<file path="src/rtl/counter_pkg.sv">
// rtl/counter_pkg.sv - shared types and helpers for the up/down modulus counter
package counter_pkg;

   // Gray code of a binary value is value ^ (value >> GRAY_SHIFT)
   localparam int GRAY_SHIFT = 1;

   typedef enum logic {
      DIR_DOWN = 1'b0,
      DIR_UP   = 1'b1
   } dir_t;

   // Clamp a value into the legal count range 0..modulus-1
   function automatic int unsigned clamp_mod(input int unsigned value,
                                             input int unsigned modulus);
      return (value >= modulus) ? (modulus - 1) : value;
   endfunction

endpackage

</file>
<file path="src/rtl/tick_prescaler.sv">
// rtl/tick_prescaler.sv - divides enabled cycles down to one counter tick every PRESCALE
module tick_prescaler
   import counter_pkg::*;
#(
   parameter int PRESCALE = 1
) (
   input  logic clk,
   input  logic reset,
   input  logic en,
   input  logic clr,
   output logic tick
);

   if (PRESCALE <= 1) begin : g_direct
      // No divider needed: every enabled cycle is a tick
      logic unused_inputs;
      assign unused_inputs = ^{clk, reset, clr};
      assign tick = en;
   end else begin : g_divider
      localparam int PW = $clog2(PRESCALE);
      localparam logic [PW-1:0] PSC_LAST = PW'(PRESCALE - 1);

      logic [PW-1:0] psc_q;
      logic [PW-1:0] psc_d;
      logic          tick_raw;

      // Phase counter: advances on enabled cycles, restarts on its last phase or on clr
      always_comb begin
         psc_d    = psc_q;
         tick_raw = 1'b0;
         if (clr) begin
            psc_d = '0;
         end else if (en) begin
            if (psc_q == PSC_LAST) begin
               psc_d    = '0;
               tick_raw = 1'b1;
            end else begin
               psc_d = psc_q + PW'(1);
            end
         end
      end

      // Phase register with synchronous reset
      always_ff @(posedge clk) begin
         if (reset) begin
            psc_q <= '0;
         end else begin
            psc_q <= psc_d;
         end
      end

      assign tick = tick_raw;
   end

endmodule

</file>
<file path="src/rtl/updown_mod_counter.sv">
// rtl/updown_mod_counter.sv - parametrised up/down modulus counter with load, prescale and terminal count
module updown_mod_counter
   import counter_pkg::*;
#(
   parameter int WIDTH    = 3,
   parameter int MODULUS  = 8,
   parameter bit SATURATE = 1'b0,
   parameter int PRESCALE = 1
) (
   input  logic             clk,
   input  logic             reset,
   input  logic             en,
   input  logic             forward,
   input  logic             load,
   input  logic [WIDTH-1:0] load_val,
   output logic [WIDTH-1:0] n,
   output logic [WIDTH-1:0] n_gray,
   output logic             at_max,
   output logic             at_min,
   output logic             tc
);

   if (MODULUS < 2 || longint'(MODULUS) > (longint'(1) << WIDTH)) begin : g_bad_modulus
      $error("updown_mod_counter: MODULUS=%0d illegal for WIDTH=%0d", MODULUS, WIDTH);
   end

   if (PRESCALE < 1) begin : g_bad_prescale
      $error("updown_mod_counter: PRESCALE=%0d must be >= 1", PRESCALE);
   end

   localparam logic [WIDTH-1:0] N_MAX = WIDTH'(MODULUS - 1);

   logic [WIDTH-1:0] n_q;
   logic [WIDTH-1:0] n_d;
   logic             tc_q;
   logic             tc_d;
   logic             tick;
   logic [WIDTH-1:0] load_clamped;
   dir_t             dir;

   tick_prescaler #(
      .PRESCALE (PRESCALE)
   ) u_prescaler (
      .clk   (clk),
      .reset (reset),
      .en    (en),
      .clr   (load),
      .tick  (tick)
   );

   assign dir          = forward ? DIR_UP : DIR_DOWN;
   assign load_clamped = WIDTH'(clamp_mod(32'(load_val), MODULUS));

   // Next count: load wins over tick; boundary ticks wrap or hold and flag tc
   always_comb begin
      n_d  = n_q;
      tc_d = 1'b0;
      if (load) begin
         n_d = load_clamped;
      end else if (tick) begin
         if (dir == DIR_UP) begin
            if (n_q == N_MAX) begin
               tc_d = 1'b1;
               n_d  = SATURATE ? n_q : '0;
            end else begin
               n_d = n_q + WIDTH'(1);
            end
         end else begin
            if (n_q == '0) begin
               tc_d = 1'b1;
               n_d  = SATURATE ? n_q : N_MAX;
            end else begin
               n_d = n_q - WIDTH'(1);
            end
         end
      end
   end

   // Count and terminal-count registers with synchronous reset
   always_ff @(posedge clk) begin
      if (reset) begin
         n_q  <= '0;
         tc_q <= 1'b0;
      end else begin
         n_q  <= n_d;
         tc_q <= tc_d;
      end
   end

   assign n      = n_q;
   assign n_gray = n_q ^ (n_q >> GRAY_SHIFT);
   assign at_max = (n_q == N_MAX);
   assign at_min = (n_q == '0);
   assign tc     = tc_q;

endmodule

</file>
<file path="config.mk">
export PLATFORM = sky130hd
export DESIGN_NAME = updown_mod_counter
export DESIGN_NICKNAME = d
export VERILOG_FILES = /design/src/rtl/counter_pkg.sv /design/src/rtl/tick_prescaler.sv /design/src/rtl/updown_mod_counter.sv
export SDC_FILE = /design/constraint.sdc
export NUM_CORES = 1
export LEC_CHECK = 0
export ABC_AREA = 1
export CAP_MARGIN = 10
export CORE_AREA = 2 2 39 41
export DETAILED_ROUTE_END_ITERATION = 12
export DIE_AREA = 0 0 41 43
export PLACE_DENSITY_LB_ADDON = 0.3
export SETUP_SLACK_MARGIN = 0.4
export SLEW_MARGIN = 0
export SYNTH_ARGS = -nofsm -noshare
export SYNTH_HDL_FRONTEND = slang
export SYNTH_SLANG_ARGS = --single-unit
</file>
<file path="constraint.sdc">
create_clock -name clk -period 3.1 [get_ports clk]
set_clock_uncertainty 0.2 [all_clocks]
set_input_delay 0.31 -clock clk [delete_from_list [all_inputs] [get_ports clk]]
set_output_delay 0.31 -clock clk [all_outputs]
set_load 0.05 [all_outputs]
</file>
Word-level counts from Yosys, hierarchy flattened
Index checks and enable logic that the tools add are counted.

word-level totals
  register bits after elaboration = 4
  output and inout port bits = 9
  logic and storage cells = 19

operators by class
  add/subtract/negate cells = 2
  reductions and logical operators = 3
  bitwise operators = 2
  eq/ne operators = 1
  mux-type cells = 9

operators with widths
  operator             count
  $mux 3               5
  $mux 1               4
  $add 3x1->3 const B  1
  $eq 3x3->1 const B   1
  $logic_not 3->1      1
  $reduce_or 3->1      1
  $sub 3x1->3 const B  1
  $xor 3x2->3          1
  $reduce_bool 2->1    1
  $not 1->1            1

Logic depth before layout (Yosys ltp)
  depth after elaboration = 5
  mapped depth = 8
  gate-level depth less buffers = 8

Modules after synthesis
From an unflattened synthesis, not the netlist that was laid out.

unflattened totals
  cell total of the unflattened synthesis = 46
  area, all modules = 314.1 µm²

modules (own cells, without submodules)
  module              cells an instance  times used  area an instance (µm²)  seq. area each (µm²)
  updown_mod_counter  45                 1           306.5                   80.1
  tick_prescaler      1                  1           7.5                     0.0

Worst setup path after synthesis
OpenSTA, ideal clock, no wires.

  path type = register to output
  start = reg n_q[2] (netlist: n[2])
  end = out n_gray[1]
  slack = 1027 ps
  data arrival time = 1563 ps
  buffers on the path = 0
  cell stages (with the launch flop) = 2
  cell sequence = dfxtp_1 xor2_1

on the way
  longest elaborated chain between the ends = 1

RTL lines
  item                    line                      RTL
  start, declared         updown_mod_counter.sv:33  logic [WIDTH-1:0] n_q;
  start signal, assigned  updown_mod_counter.sv:85  n_q <= n_d;
  $xor 3x2->3             updown_mod_counter.sv:91  assign n_gray = n_q ^ (n_q >> GRAY_SHIFT);
  end, declared           updown_mod_counter.sv:17  output logic [WIDTH-1:0] n_gray,

No other way between the ends.

Worst setup path after layout
  start = reg n_q[1] (netlist: n[1])
  end = out n_gray[0]

The elaborated chain is that of the path after synthesis.

==> reports/results.txt <==
HPWL Detailed - 633 um
Synth Instances - 45
Crit path kind - flop to primary output
Setup TNS - 0 ps
RSZ-0062 raised after global routing - false
Clock sink total - 4
FF-to-FF End - n[1]$_SDFFE_PP0P_
Comb pwr share - 45.0%
R2R depth - 7
Met3 WL - 24 um
Pwr/cell area - 441 nW/um^2
Final ANT Viol Nets - 0
CTS resizes - 0
Sw frac - 38.8%
H-tree lvl count - 1
Largest net degree at the start of global routing - 9
Met1 Wirelength - 352 um
Gr ovfl total - 0
DR iter-0 viols - 2
Layout Cells excl Fill - 79
Total routed wirelength - 740 um
Synthesis-to-finish area growth - 63.7%
Via density per instance - 4.05
Placed cell count - 76
Fin crit period - 2350 ps
FF+latch count, synth - 4
Status - complete, no violations
Avg Cell Area, Syn - 6.81 sq um
DRC errors left - 0
Worst-path clk slew - 40 ps
Setup bufs post-CTS - 0
Port Buf Inserts - 16
CP max FO - 5
Initial Utilization - 22.2%
CTS max path bufs - 2
Root buf cell - clkbuf_4
DR pass1 iterations - 2
Final #Nets - 77
Reg power frac - 27.4%
Number of library cell types mapped by synthesis - 14
CTS buffer count - 3
Max-cap violations - 0
End of the worst hold path - n[2]$_SDFFE_PP0P_
Fin crit share - 75.8%
Horiz. Die Dim - 41 um
# rows - 14
Mapped cell area - 307 sq um
TritonCTS clock tree - done
Syn. warnings - 0
Worst skew pair latency - 230 ps
Final Max Tran Viols - 0
ANT cells - 0
Cts hold-fix bufs - 0
CP Data Required Time - 2590 ps
R2R Path Start - n[1]$_SDFFE_PP0P_
Power Total - 0.221 mW
Fin Hold WS - 391 ps
Hold path cells - 2
P_sw - 0.0858 mW
Reg2Reg Setup Slack - 1610 ps
Layout cells sized above 1 - 9.52%
CP endpoint kind - primary output
Highest Signal Layer - met3
Hold Vio Cnt, Final - 0
Io pins - 17
Clock share of power - 27.6%
Die height - 43 um
Met2 routed WL - 363 um
WP data arrival - 1840 ps
Gr usage total - 10.1%
Slew margin rel. - 66.2%
FF+latch area - 80.1 sq um
Seq/Total Area, Yosys - 26.1%
Die area - 1760 sq um
Hold Path Class - flop to flop
Internal power - 0.136 mW
Slew @ Worst Pin - 505 ps
Via count - 320
Leak Pwr - 0.229 nW
Hold_sp - n[2]$_SDFFE_PP0P_
Fmax - 425 MHz
Vias in the first global route - 293
Crit start category - flop
Fillers - 160
Post-DR wirelength/cell - 9.37 um
First-pass GRT wire length - 1.19 mm
Setup Viol. Count Final - 0
Multi-input logic area - 193 sq um
Peak supply drop - 187 uV
Initial antenna violation count - 0
CORE AREA - 1380 sq um
Syn Nets - 57
GP Congestion - 0.764
## Yosys cell counts (all sizes together)
cell type / instances / area share, %
a211oi: 1 / 2.4
a21oi: 6 / 11
a22oi: 2 / 4.9
buf: 1 / 2.4
dfxtp: 4 / 26
ha: 4 / 16
inv: 7 / 8.6
nand2: 11 / 14
nor2: 7 / 9.4
o21ai: 1 / 1.6
xor2: 1 / 2.9
## sequential cells by signal, indices dropped and copies added (netlist names)
signal  flops
n           3
tc          1
## worst max-delay path: stages, from the launching register on
cell	delay, ps
dfxtp_1	400
inv_1	90
ha_1	310
clkdlybuf4s50_1	800
## layout by cell type, fill, tap and decap left out
cell,Yosys,routed
clkdlybuf4s50_1,0,16
nand2_1,10,10
inv_1,7,7
nor2_1,6,6
a21oi_1,5,5
ha_1,4,4
dfxtp_1,4,4
clkbuf_4,0,3
a22oi_1,2,2
nor2_2,1,1
xor2_1,1,1
nand2_2,1,1
a211oi_1,1,1
o21ai_1,1,1
a21oi_2,1,1
## worst max path at each step
stage                 startpoint   endpoint  cells past startpoint
3_3_place_gp   n[1]$_SDFFE_PP0P_  n_gray[0]                      3
2_1_floorplan  n[2]$_SDFFE_PP0P_  n_gray[1]                      1
4_1_cts        n[1]$_SDFFE_PP0P_  n_gray[0]                      3
5_1_grt        n[1]$_SDFFE_PP0P_     at_max                      3
6_report       n[1]$_SDFFE_PP0P_  n_gray[0]                      3
3_5_place_dp   n[1]$_SDFFE_PP0P_  n_gray[0]                      3
## routing by layer
metal	GRT usage, %	vias to the layer above
li1	-	182
met1	14.1	133
met2	14.1	5
met3	1.57	0
met4	6.00	0
met5	0	-
## cells by family after synthesis
logic type | synth area share [%]
buffers and inverters | 11.0
XOR/XNOR | 2.86
AND/OR/NAND/NOR | 23.7
flip-flops | 26.1
AO/OA/AOI/OAI | 20.0
adder cells (fa/ha/maj) | 16.3
## layout make-up
cell class	count	area share, %
Clock buffer	3	4.49
Inverter	7	5.24
Multi-Input combinational cell	33	38.4
Sequential cell	4	16.0
Tap cell	16	3.99
Timing Repair Buffer	16	31.9
## power groups by stage
| stage | combinational [mW] | sequential, mW | clock [mW] |
|---|---|---|---|
| after floorplan | 0.0548 | 0.0727 | 0 |
| final | 0.0995 | 0.0607 | 0.0611 |
| after detailed placement | 0.101 | 0.0616 | 0 |
| after CTS | 0.101 | 0.0608 | 0.0651 |
| after global placement | 0.101 | 0.0615 | 0 |
| after global routing | 0.106 | 0.0615 | 0.0687 |
## stage by stage
stage,setup slack [ps],instance area [sq um],util [%]
floorplan,1030,307,-
detailed placement,985,479,34.6
finish,750,502,36.3
CTS,735,502,36.3
global route,662,502,36.3
global placement,1000,479,34.6
Note: power is estimated with default switching activity, not from simulation.
